===== src/rtl/edgcol_hb_sequencer.sv =====
// Xedgcol hardware-block sequencer: raster-walks an edge's bounding box
// and queries the collision-detect engine one cell at a time.
module edgcol_hb_sequencer #(
    parameter int COORD_W = 4,
    parameter int CNT_W   = 2*COORD_W+1
) (
    input  logic                 clk,
    input  logic                 rst_n,
    input  logic                 edgcolWrEna,
    input  logic [4*COORD_W-1:0] edge_wr_data,
    input  logic                 HBStart,
    output logic                 HBDone,
    output logic                 hb_hit,
    output logic [COORD_W-1:0]   hb_hit_x,
    output logic [COORD_W-1:0]   hb_hit_y,
    output logic [CNT_W-1:0]     hb_cells,
    output logic                 cd_req_valid,
    input  logic                 cd_req_ready,
    output logic [COORD_W-1:0]   cd_req_x,
    output logic [COORD_W-1:0]   cd_req_y,
    input  logic                 cd_resp_valid,
    input  logic                 cd_resp_hit
);

    typedef enum logic [2:0] {
        IDLE,
        SETUP,
        ISSUE,
        WAIT,
        DONE
    } state_t;

    state_t state_q;
    state_t state_d;

    logic [4*COORD_W-1:0] edge_q;
    logic [COORD_W-1:0]   xmin;
    logic [COORD_W-1:0]   xmax;
    logic [COORD_W-1:0]   ymin;
    logic [COORD_W-1:0]   ymax;
    logic [COORD_W-1:0]   cur_x;
    logic [COORD_W-1:0]   cur_y;

    logic [COORD_W-1:0] x0;
    logic [COORD_W-1:0] y0;
    logic [COORD_W-1:0] x1;
    logic [COORD_W-1:0] y1;

    logic idle_like;
    logic start;
    logic resp;
    logic last_cell;
    logic row_end;

    assign x0 = edge_q[4*COORD_W-1:3*COORD_W];
    assign y0 = edge_q[3*COORD_W-1:2*COORD_W];
    assign x1 = edge_q[2*COORD_W-1:COORD_W];
    assign y1 = edge_q[COORD_W-1:0];

    assign idle_like = (state_q == IDLE) || (state_q == DONE);
    assign start     = idle_like && HBStart;
    assign resp      = (state_q == WAIT) && cd_resp_valid;
    assign row_end   = (cur_x == xmax);
    // End of box is found by equality so the top coordinate never wraps
    assign last_cell = row_end && (cur_y == ymax);

    assign HBDone       = (state_q == DONE);
    assign cd_req_valid = (state_q == ISSUE);
    assign cd_req_x     = cur_x;
    assign cd_req_y     = cur_y;

    always_ff @(posedge clk or negedge rst_n) begin
        if (!rst_n) begin
            state_q <= IDLE;
        end else begin
            state_q <= state_d;
        end
    end

    always_comb begin
        state_d = state_q;
        unique case (state_q)
            IDLE, DONE: begin
                if (HBStart) state_d = SETUP;
            end
            SETUP: state_d = ISSUE;
            ISSUE: begin
                if (cd_req_ready) state_d = WAIT;
            end
            WAIT: begin
                if (cd_resp_valid) begin
                    if (cd_resp_hit || last_cell) state_d = DONE;
                    else state_d = ISSUE;
                end
            end
            default: state_d = IDLE;
        endcase
    end

    always_ff @(posedge clk or negedge rst_n) begin
        if (!rst_n) begin
            edge_q   <= '0;
            xmin     <= '0;
            xmax     <= '0;
            ymin     <= '0;
            ymax     <= '0;
            cur_x    <= '0;
            cur_y    <= '0;
            hb_hit   <= 1'b0;
            hb_hit_x <= '0;
            hb_hit_y <= '0;
            hb_cells <= '0;
        end else begin
            // Edge register is frozen while a walk is in progress
            if (idle_like && edgcolWrEna) begin
                edge_q <= edge_wr_data;
            end
            if (start) begin
                hb_hit   <= 1'b0;
                hb_hit_x <= '0;
                hb_hit_y <= '0;
                hb_cells <= '0;
            end
            if (state_q == SETUP) begin
                xmin  <= (x0 < x1) ? x0 : x1;
                xmax  <= (x0 < x1) ? x1 : x0;
                ymin  <= (y0 < y1) ? y0 : y1;
                ymax  <= (y0 < y1) ? y1 : y0;
                cur_x <= (x0 < x1) ? x0 : x1;
                cur_y <= (y0 < y1) ? y0 : y1;
            end
            if (resp) begin
                hb_cells <= hb_cells + CNT_W'(1);
                if (cd_resp_hit) begin
                    hb_hit   <= 1'b1;
                    hb_hit_x <= cur_x;
                    hb_hit_y <= cur_y;
                end else if (!last_cell) begin
                    if (row_end) begin
                        cur_x <= xmin;
                        cur_y <= cur_y + COORD_W'(1);
                    end else begin
                        cur_x <= cur_x + COORD_W'(1);
                    end
                end
            end
        end
    end

endmodule


===== config.mk =====
export PLATFORM = sky130hd
export DESIGN_NAME = edgcol_hb_sequencer
export DESIGN_NICKNAME = d
export VERILOG_FILES = /design/src/rtl/edgcol_hb_sequencer.sv
export SDC_FILE = /design/constraint.sdc
export NUM_CORES = 1
export LEC_CHECK = 0
export ABC_AREA = 1
export CAP_MARGIN = 20
export CELL_PAD_IN_SITES_DETAIL_PLACEMENT = 1
export CELL_PAD_IN_SITES_GLOBAL_PLACEMENT = 2
export CORE_MARGIN = 2
export CORE_UTILIZATION = 34
export CTS_BUF_LIST = sky130_fd_sc_hd__clkbuf_16
export DETAILED_ROUTE_END_ITERATION = 6
export PLACE_DENSITY_LB_ADDON = 0.1
export SYNTH_ARGS = -nofsm -noshare
export SYNTH_HDL_FRONTEND = slang
export SYNTH_SLANG_ARGS = --single-unit

===== constraint.sdc =====
create_clock -name clk -period 2.46 [get_ports clk]
set_clock_uncertainty 0.1 [all_clocks]
set_input_delay 0.615 -clock clk [delete_from_list [all_inputs] [get_ports clk]]
set_output_delay 0.615 -clock clk [all_outputs]
set_load 0.05 [all_outputs]

==> impl_metrics.json, run 1 <==
{
  "status": "complete, no violations",
  "dieArea_um2": 10000,
  "yosys.area.top_type_share": 0.455,
  "finalWeightedCongestion": 0.766,
  "cts_setup_buffers": 0,
  "worstPathMaxFanout": 7,
  "tightestPinTransition_ps": 531,
  "critPathSlowestCell": "clkdlybuf4s50_1",
  "track_usage": 0.162,
  "dp_hpwl_um": 5720,
  "cts.sink_count": 57,
  "pre_cts_slack_ps": 272,
  "fin_setup_tns_ps": 0,
  "initial_core_util": 0.344,
  "layout_setup_ws_ps": 107,
  "hold_viol": 0,
  "synth_nets": 426,
  "synth_async_sr_flop_share": 1.00,
  "clock_path_buffers": 2,
  "diodes": 0,
  "synth_most_common_cell": "nand2_1",
  "synth_area_um2": 3130,
  "fillCellCount": 1099,
  "yosysSeqAreaShare": 0.455,
  "cp-startpoint": "cd_req_x[0]$_DFF_PN0_",
  "antenna_found_initial": 0,
  "coreArea_um2": 9110,
  "worstPathArrival_ps": 1640,
  "ys_warn_count": 0,
  "wl_per_cell_um": 13.5,
  "num_vias": 2694,
  "max_freq_mhz": 425,
  "syn_area_per_cell_um2": 8.03,
  "area_delta_synth_final_pct": 29.3,
  "clkTransAtPathRegs_ps": 50,
  "drcViolationCount": 0,
  "rows": 35,
  "die_h_um": 100,
  "grt_pass1_vias": 2672,
  "postCtsHoldBufs": 0,
  "overflow": 0,
  "fin_crit_sh": 0.956,
  "cts_root_buf": "clkbuf_16",
  "synth_ff_type": "dfrtp_1",
  "cts_tree": "done",
  "cts_buffers": 9,
  "worstPathCellList": "clkdlybuf4s50_1",
  "drv_cap": 0,
  "ys_ff_latch": 57,
  "cts.htree.levels": 3,
  "nets": 484,
  "io_buffers": 50,
  "dr.first_iter.drc_count": 101,
  "cp-end-kind": "primary output",
  "synth_commonest_cells": "91 x nand2_1, 57 x dfrtp_1, 51 x nor2_1, 40 x inv_1, 31 x a21oi_1",
  "pin_count": 51,
  "post_cts_resized": 0,
  "drive_above_1_share": 0.110,
  "slowest_delay_ps": 850,
  "critPathLaunchType": "flip-flop",
  "drv_slew": 0,
  "syn-instance-count": 390,
  "worstPathRequired_ps": 1750,
  "drt-total-wl_um": 7640,
  "setup_viol": 0,
  "synth_edf_count": 0,
  "synthTopCellsByArea": "dfrtp_1 46%, nand2_1 11%, nor2_1 6.1%",
  "worstHoldPathType": "input pin to async pin",
  "crit_type": "flip-flop to primary output",
  "grt_max_degree": 31,
  "critical_path.n_buffers_inverters": 1,
  "period_needed_ps": 2350,
  "rsz0062_at_grt": "false",
  "ant_nets": 0,
  "hold_ws_ps": 170,
  "clk-insertion-delay-late_ps": 320,
  "synth_cell_types": 37,
  "dr.pass1.iters": 4,
  "ir_drop_uv": 411,
  "vias_per_cell": 4.78,
  "p_leak_nw": 2.01,
  "yosysTopAreaCell": "dfrtp_1",
  "crit_family": "buffers and inverters",
  "r2r_start": "hb_cells[0]$_DFFE_PN0P_",
  "die-width_um": 100,
  "grt_pass1_wl_um": 12900,
  "r2r_slack_ps": 680,
  "power_density_nw_per_um2": 1450,
  "relSlewSlack": 0.645
}
## area by class of cell
class | count | area [um^2] | share of cell area
Clock inverter | 7 | 53.8 | 0.0133
Tap cell | 111 | 139 | 0.0343
Timing Repair Buffer | 56 | 548 | 0.135
Multi-Input combinational cell | 276 | 1480 | 0.365
Inverter | 48 | 181 | 0.0448
Sequential cell | 57 | 1430 | 0.352
Clock buffer | 9 | 225 | 0.0556
## metrics by stage
step	area, um^2	instances	util	total power (W)
global route	4050	564	0.445	0.00640
detailed placement	3770	548	0.414	0.00477
finish	4050	564	0.445	0.00588
floorplan	3130	390	-	0.00386
CTS	4050	564	0.445	0.00598
global placement	3770	548	0.414	0.00468
## cells in the final DEF (no fill, tap or decap), types with 6 or more instances in the layout
| cell type | count |
|---|---|
| a21oi_1 | 31 |
| a22oi_1 | 6 |
| buf_4 | 7 |
| clkbuf_16 | 9 |
| clkdlybuf4s50_1 | 47 |
| dfrtp_1 | 57 |
| ha_1 | 13 |
| inv_1 | 42 |
| inv_2 | 6 |
| nand2_1 | 91 |
| nand3_1 | 23 |
| nor2_1 | 51 |
| o21ai_0 | 11 |
| o21ai_1 | 7 |
| o21ai_2 | 7 |
## cells by family (layout without fill, tap and decap cells)
family	Yosys count	count (layout)	synth area share
AND/OR/NAND/NOR	185	185	0.264
adder cells (fa/ha/maj)	13	13	0.0519
multiplexers	2	2	0.00719
XOR/XNOR	9	9	0.0252
AO/OA/AOI/OAI	67	67	0.124
buffers and inverters	57	120	0.0731
flip-flops	57	57	0.455
## state kept, by name (all words and copies together) (netlist names)
| register | count |
|---|---|
| hb_hit_y | 4 |
| cd_req_y | 4 |
| xmin | 4 |
| hb_cells | 9 |
| ymax | 4 |
| state_q | 3 |
| edge_q | 16 |
| xmax | 4 |
| hb_hit | 1 |
| cd_req_x | 4 |
| hb_hit_x | 4 |
## per-layer routing
metal	vias to the layer above	routed length, um	track usage
met5	-	0	0
met3	8	225	0.0334
met4	0	80	0.0506
met2	43	3520	0.263
met1	1278	3810	0.219
li1	1365	-	-
## path summary, 6_finish.rpt
path                                            to  depth (start not counted)
max in group asynchronous   edge_q[10]$_DFFE_PN0P_                          2
max reg2reg                hb_cells[8]$_DFFE_PN0P_                          6
max                                    cd_req_x[0]                          1
min in group clk               xmin[0]$_DFFE_PN0N_                          2
min                         state_q[2]$_DFFE_PN0P_                          1
min reg2reg                    xmin[0]$_DFFE_PN0N_                          2
## power by group
group          internal [W]  total (W)  switching [W]  leakage (nW)
Combinational       0.00105    0.00301        0.00196          1.17
Clock              0.000762    0.00117       0.000405         0.144
Sequential          0.00134    0.00170       0.000362         0.691
No activity file was read; power rests on OpenSTA's default activity.
==> inputs of run 2 (changes only) <==
--- a/config.mk
+++ b/config.mk
@@ -14,6 +14,7 @@
 export CTS_BUF_LIST = sky130_fd_sc_hd__clkbuf_16
 export DETAILED_ROUTE_END_ITERATION = 6
 export PLACE_DENSITY_LB_ADDON = 0.1
+export SLEW_MARGIN = 20
 export SYNTH_ARGS = -nofsm -noshare
 export SYNTH_HDL_FRONTEND = slang
 export SYNTH_SLANG_ARGS = --single-unit
==> results of run 2 <==
Final layout, timing and power as in run 1 (identical DEF).
